File: config.mk
export PLATFORM = sky130hd
export DESIGN_NAME = lsu_ctrl
export DESIGN_NICKNAME = d
export VERILOG_FILES = /design/src/rtl/lsu_ctrl.sv
export SDC_FILE = /design/constraint.sdc
export NUM_CORES = 1
export LEC_CHECK = 0
export BUFFER_PORTS_ARGS = -buffer_cell sky130_fd_sc_hd__buf_2
export CELL_PAD_IN_SITES_DETAIL_PLACEMENT = 2
export CELL_PAD_IN_SITES_GLOBAL_PLACEMENT = 2
export CORE_MARGIN = 3
export CORE_UTILIZATION = 29
export CTS_CLUSTER_SIZE = 25
export DETAILED_ROUTE_END_ITERATION = 16
export PLACE_DENSITY = 0.89
export SYNTH_ARGS = -nofsm -noshare
export SYNTH_HDL_FRONTEND = slang
export SYNTH_SLANG_ARGS = --single-unit
File: constraint.sdc
create_clock -name clk -period 4.08 [get_ports clk]
set_clock_uncertainty 0.05 [all_clocks]
set_input_delay 0.204 -clock clk [delete_from_list [all_inputs] [get_ports clk]]
set_output_delay 0.204 -clock clk [all_outputs]
set_load 0.05 [all_outputs]
File: src/rtl/lsu_ctrl.sv
// Load/store sequencing controller: alignment check, byte-enable/lane steering,
// load extraction. Optional ACCESS timeout enabled by defining LSU_TIMEOUT_EN.
module lsu_ctrl #(
  parameter int TIMEOUT_CYCLES = 255
) (
  input  logic        clk,
  input  logic        rst,
  input  logic        req_valid,
  output logic        req_ready,
  input  logic        req_we,
  input  logic [2:0]  req_type,
  input  logic [31:0] req_addr,
  input  logic [31:0] req_wdata,
  output logic        mem_req,
  output logic        mem_we,
  output logic [31:0] mem_addr,
  output logic [31:0] mem_wdata,
  output logic [3:0]  mem_be,
  input  logic        mem_ack,
  input  logic [31:0] mem_rdata,
  output logic        resp_valid,
  output logic [31:0] resp_data,
  output logic        resp_err
);

  if (TIMEOUT_CYCLES < 1 || TIMEOUT_CYCLES > 255) begin : g_bad_timeout
    $error("lsu_ctrl: TIMEOUT_CYCLES must be 1..255");
  end

  typedef enum logic [1:0] {IDLE, ACCESS, RESP} state_t;
  state_t state, state_nxt;

  logic        we_q;
  logic [2:0]  typ_q;
  logic [1:0]  alo_q;
  logic        legal, misal, timeout;
  logic [3:0]  be_d;
  logic [31:0] wdata_d, ld_data;
  logic [7:0]  byte_sel;
  logic [15:0] half_sel;

  // Request decode, evaluated from the live inputs in IDLE
  always_comb begin
    legal   = 1'b0;
    misal   = 1'b0;
    be_d    = 4'b1111;
    wdata_d = req_wdata;
    case (req_type)
      3'b000, 3'b001, 3'b010: legal = 1'b1;
      3'b100, 3'b101:         legal = !req_we;
      default:                legal = 1'b0;
    endcase
    case (req_type[1:0])
      2'b00: begin
        be_d    = 4'b0001 << req_addr[1:0];
        wdata_d = {4{req_wdata[7:0]}};
      end
      2'b01: begin
        misal   = req_addr[0];
        be_d    = req_addr[1] ? 4'b1100 : 4'b0011;
        wdata_d = {2{req_wdata[15:0]}};
      end
      default: misal = |req_addr[1:0];
    endcase
  end

  // Little-endian lane select and extension of the returned word
  always_comb begin
    byte_sel = mem_rdata[8*alo_q +: 8];
    half_sel = mem_rdata[16*alo_q[1] +: 16];
    case (typ_q)
      3'b000:  ld_data = {{24{byte_sel[7]}}, byte_sel};
      3'b001:  ld_data = {{16{half_sel[15]}}, half_sel};
      3'b100:  ld_data = {24'd0, byte_sel};
      3'b101:  ld_data = {16'd0, half_sel};
      default: ld_data = mem_rdata;
    endcase
  end

`ifdef LSU_TIMEOUT_EN
  logic [7:0] to_cnt;

  always_ff @(posedge clk or posedge rst) begin
    if (rst)                      to_cnt <= 8'd0;
    else if (state != ACCESS)     to_cnt <= 8'd0;
    else if (!mem_ack)            to_cnt <= to_cnt + 8'd1;
  end

  // Fires on the last permitted ACCESS cycle; a same-cycle ack takes priority
  assign timeout = (state == ACCESS) && !mem_ack &&
                   (to_cnt == 8'(TIMEOUT_CYCLES - 1));
`else
  assign timeout = 1'b0;
`endif

  always_ff @(posedge clk or posedge rst) begin
    if (rst) state <= IDLE;
    else     state <= state_nxt;
  end

  always_comb begin
    state_nxt  = state;
    req_ready  = (state == IDLE);
    mem_req    = (state == ACCESS);
    resp_valid = (state == RESP);
    case (state)
      IDLE:    if (req_valid) state_nxt = (legal && !misal) ? ACCESS : RESP;
      ACCESS:  if (mem_ack || timeout) state_nxt = RESP;
      RESP:    state_nxt = IDLE;
      default: state_nxt = IDLE;
    endcase
  end

  always_ff @(posedge clk or posedge rst) begin
    if (rst) begin
      mem_we    <= 1'b0;
      mem_addr  <= 32'd0;
      mem_wdata <= 32'd0;
      mem_be    <= 4'd0;
      resp_data <= 32'd0;
      resp_err  <= 1'b0;
      we_q      <= 1'b0;
      typ_q     <= 3'd0;
      alo_q     <= 2'd0;
    end else begin
      if (state == IDLE && req_valid) begin
        if (legal && !misal) begin
          mem_we    <= req_we;
          mem_addr  <= {req_addr[31:2], 2'b00};
          mem_wdata <= wdata_d;
          mem_be    <= be_d;
          we_q      <= req_we;
          typ_q     <= req_type;
          alo_q     <= req_addr[1:0];
        end else begin
          resp_err  <= 1'b1;
          resp_data <= 32'd0;
        end
      end
      if (state == ACCESS && mem_ack) begin
        resp_err  <= 1'b0;
        resp_data <= we_q ? 32'd0 : ld_data;
      end else if (timeout) begin
        resp_err  <= 1'b1;
        resp_data <= 32'd0;
      end
    end
  end

endmodule

* Yosys cells after proc, flatten, opt, wreduce, memory -nomap -nowiden
Index checks and enable logic that the tools add are counted.
** Cells by class
- Equality and inequality tests :: 13
- Shift-type cells :: 3
- Muxes and demuxes :: 17
- Reductions and logical operators :: 16
** Operator list (number)
- $mux 32 :: 4
- $pmux 32 s4 :: 1
- $pmux 32 s2 :: 1
- $shiftx 32x6->16 :: 1
- $shiftx 32x6->8 :: 1
- $eq 3x3->1 const B :: 4
- $pmux 4 s2 :: 1
- $eq 3x1->1 const B :: 2
- $logic_not 3->1 :: 2
- $mux 2 :: 3
- $reduce_and 2->1 :: 3
- $eq 2x1->1 const B :: 2
- $logic_not 2->1 :: 2
- $mux 4 :: 1
- $ne 2x1->1 const B :: 2
- $pmux 1 s2 :: 2
- $pmux 2 s2 :: 1
- $reduce_or 2->1 :: 2
- $shl 1x2->4 const A :: 1
- $eq 3x2->1 const B :: 1
- $logic_and 1x1->1 :: 3
- $mux 1 :: 3
- $reduce_or 3->1 :: 1
- $eq 2x2->1 const B :: 1
- 3 further kinds :: 4
** Storage, ports and cells
- Bits in registers :: 107
- Input port bits :: 104
- Logic and storage cells :: 58

* Logic depth before layout (Yosys ltp)
- Word-level depth :: 7
- Depth in mapped cells :: 6
- Gate-level depth less buffers :: 4

* Least setup slack after synthesis
OpenSTA, ideal clock, no wires.
- Path kind :: register to register
- Start :: register state[0]
- End :: register resp_data[16]
- Arrival time :: 2.047 ns
- Data required time :: 3.904 ns
- Slack :: 1.857 ns
- Cell stages (with the launch flop) :: 5
- Buffers on the path :: 1
- Period minus slack after synthesis :: 2.223 ns
- Cells stage by stage :: dfrtp_1 nor2_1 a41oi_1 clkbuf_1 a221o_1
** On the way
- Cells in the longest elaborated chain, start to end :: 4
- Elaborated cells between the ends (all ways) :: 8
- Classes of those cells :: eq/ne (2); mux (1); reduce/logical (5)
** RTL lines
- from (decl) :: line 31 : state_t state, state_nxt;
- from (signal assigned) :: line 98 : else state <= state_nxt;
- $logic_not 2->1
- via req_ready :: line 9 : output logic req_ready,
- $logic_and 1x1->1 :: line 126 : if (state == IDLE && req_valid) begin
- $reduce_bool 2->1 (no line)
- $reduce_and 2->1 (no line)
- to (signal assigned) :: line 142 : resp_data <= we_q ? 32'd0 : ld_data;
- to (decl) :: line 22 : output logic [31:0] resp_data,
The timed path passes the listed nets, and every way through them passes these cells.
A chain may end at the register's enable or synchronous reset.

* Final worst setup path
- Start :: input port req_type[1]
- End :: register we_q
** On the way
- Cells in the longest elaborated chain, start to end :: 5
- Elaborated cells between the ends (all ways) :: 14
- Classes of those cells :: eq/ne (5); mux (2); reduce/logical (7)
** RTL lines
- from (decl) :: line 11 : input logic [2:0] req_type,
- $eq 3x1->1, or another cell as far along :: line 48 : case (req_type)
- $reduce_or 3->1, or another cell as far along :: line 48
- $pmux 1 s2 or $logic_not 1->1 (tied branches) :: line 48, 127
- $logic_and 1x1->1 (*) :: line 127 : if (legal && !misal) begin
- $reduce_and 2->1 (no line) (*)
- to (signal assigned) :: line 132 : we_q <= req_we;
- to (decl) :: line 33 : logic we_q;
Every way passes the cells marked *; elsewhere a longest branch is shown, timed or not.

==> results_dict.tcl <==
set metrics [dict create \
    status "finished, final reports clean" \
    tritoncts_num_sinks 107 \
    vdd_ir_drop_max_mv 0.3366 \
    powerDensity_nw_per_um2 760.0 \
    core_region_area_um2 16700 \
    cts-htree-levels 3 \
    synthFlopType "sky130_fd_sc_hd__dfrtp_1" \
    p_total_uw 4940 \
    ys_warn_count 0 \
    setup_repair_after_global_routing_missed_its_margin "no" \
    power.share.sequential 0.335 \
    design.portCount 209 \
    p_sw_frac 0.4826 \
    grt_antenna_before_repair 2 \
    maximum_clock_path_buffer_count 2 \
    internal_power_uw 2556 \
    detail_route.first_pass.iterations 4 \
    worst_hold_path_type "in -> reg" \
    comb_power_share 0.479 \
    number_of_antenna_violating_nets_in_the_routed_design 0 \
    synth_async_sr_flop_share 1.000 \
    num_vias 4188 \
    maximum_number_of_pins_on_one_net_before_global_route_repair 65 \
    antenna_cells 0 \
    die_area_um2 18810 \
    worst_slew_slack_as_a_fraction_of_its_limit 0.1878 \
    die_h_um 137.2 \
    worstSetupPathType "in -> reg" \
    hpwlAfterDp_um 12800 \
    synth_enable_flop_cells 0 \
    cts.clk_slew.worst_paths_ns 0.08 \
    gp_congestion 0.7713 \
    ctsResizeCount 0 \
    synth_seq_area_share 0.5367 \
    required_arrival_time_at_the_worst_endpoint_ns 4.27 \
    hold_buffers 1 \
    cts-root-buf "sky130_fd_sc_hd__clkbuf_16" \
    final_number_of_hold_violating_endpoints 0 \
    io_buffer_count 206 \
    path_max_fanout 61 \
    vias_per_cell 4.950 \
    postSynthCellCount 429 \
    worstSkewPairLatency_ns 0.35 \
    die_w_um 137.2 \
    drive_above_1_share 0.4425 \
    cts_tree "built" \
    cts_buf_count 9 \
    floorplan.initialDensity 0.2987 \
    ys_types 38 \
    leakage_uw 0.003384 \
    grt.total_usage 0.1814 \
    mostFrequentLayoutCells "sky130_fd_sc_hd__buf_2 (206), sky130_fd_sc_hd__dfrtp_1 (107), sky130_fd_sc_hd__nand2_1 (48), sky130_fd_sc_hd__o21ai_0 (44), sky130_fd_sc_hd__mux2_4 (40)" \
    setup.worst_path.start_class "input pin" \
    fin_setup_tns_ns 0 \
    routed_wirelength_um 16940 \
    slew_viol_final 0 \
    report.final.setup_viol 0 \
    worst-endpoint-arrival_ns 3.03 \
    synth-seq-cells 107 \
    clock_power_share 0.186 \
    nNetsFinal 725 \
    avgRoutedWirePerCell_um 20.03 \
    setup_fix_bufs_post_cts 0 \
    globalRouteOverflowTotal 0 \
    p_switching_uw 2384 \
    grt_pass1_vias 4743 \
    dr.first_iter.drc_count 127 \
    area_delta_synth_final_pct 30.30 \
    period_share 0.6952 \
    worstMarginPinSlew_ns 1.216 \
    total_drc_errors_in_the_routed_layout 0 \
    period_minus_slack_ns 2.836 \
    max_clock_freq_mhz 352.6 \
    drv.max_cap_violation_count 0 \
    mostFrequentLayoutCell "sky130_fd_sc_hd__buf_2" \
    placement_rows 47 \
    syn-mean-instance-area_um2 11.63 \
    grt_pass1_wl_um 26380 \
    worst_setup_path_end_kind "flip-flop" \
    netlist_area_pre_place_um2 4989 \
]
[routing by layer]
layer,GRT usage,wire length (um),vias up
met5,0,27,-
met4,0.05488,237,4
met3,0.04301,1189,19
met2,0.3188,8647,161
met1,0.2199,6842,2101
li1,-,-,1903
[per-stage QoR]
| step | instances | setup WS [ns] | hold slack (ns) | util | cell area [um2] |
|---|---|---|---|---|---|
| after floorplan | 430 | 1.009 | 0.2614 | - | 4992 |
| after global placement | 829 | 1.003 | 0.3548 | 0.3699 | 6178 |
| after detailed placement | 829 | 0.8758 | 0.3803 | 0.3699 | 6178 |
| after CTS | 846 | 1.250 | 0.007019 | 0.3892 | 6500 |
| after global routing | 846 | 1.051 | 0.02160 | 0.3892 | 6500 |
| final | 846 | 1.244 | 0.02507 | 0.3892 | 6500 |
[worst max-delay path: stages]
cell	delay (ns)
sky130_fd_sc_hd__buf_2	0.52
sky130_fd_sc_hd__a221o_1	0.28
sky130_fd_sc_hd__a2111o_2	0.86
sky130_fd_sc_hd__buf_4	0.69
sky130_fd_sc_hd__mux2_2	0.41
[Yosys cell counts, drive strengths merged, types with 7 or more instances]
master	instances	area (um2)
clkbuf	20	75.07
nand2	48	180.2
a21oi	11	55.05
o21ai	54	270.3
a211oi	7	52.55
nor2b	9	56.30
inv	8	30.03
buf	10	83.82
mux2	44	645.6
a221o	17	170.2
dfrtp	107	2678
mux2i	27	270.3
and2	7	43.79
nor2	25	93.84
[flip-flops by register name, indices dropped and copies added, names as in the netlist]
signal,cells
state,2
resp_data,32
mem_be,4
resp_err,1
typ_q,3
mem_wdata,32
mem_addr,30
we_q,1
alo_q,2
[logic make-up (layout without fill, tap and decap cells)]
kind of cell           Yosys count  count (layout)  share of synthesized area
buffers and inverters           38             234                    0.03787
DFF                            107             107                     0.5367
and+or+nand+nor                103             103                    0.09581
AOI/OAI and AO/OA              108             108                     0.1407
other                            1               2                  0.0007517
muxes                           72              72                     0.1881
[power by group through the flow]
stage	sequential, uW	combinational [uW]	clock (uW)
5_1_grt	1710	2500	994
6_report	1650	2370	918
4_1_cts	1660	2400	956
2_1_floorplan	2710	693	0
3_5_place_dp	1670	2390	0
3_3_place_gp	1640	2320	0
[cell type report]
cell class              count  area [um2]
flip-flops and latches    107        2678
well taps                 220       275.3
multi-input cells         285        2140
clock buffers              10       239.0
fillers                  1810       10200
inverters                   8       32.53
repair buffers            210        1064
clock inverters             6       72.57
[final timing paths]
check	endpoint	start	slack (ns)	depth (start not counted)
min in group asynchronous	mem_be[1]	rst	0.51	3
max in group asynchronous	resp_data[1]	rst	2.35	4
hold reg to reg	resp_data[3]	resp_data[3]	0.43	2
setup reg to reg	we_q	state[0]	1.45	3
setup / recovery	we_q	req_type[1]	1.24	5
hold / removal	state[0]	mem_ack	0.03	2
No activity file was read; power rests on OpenSTA's default activity.
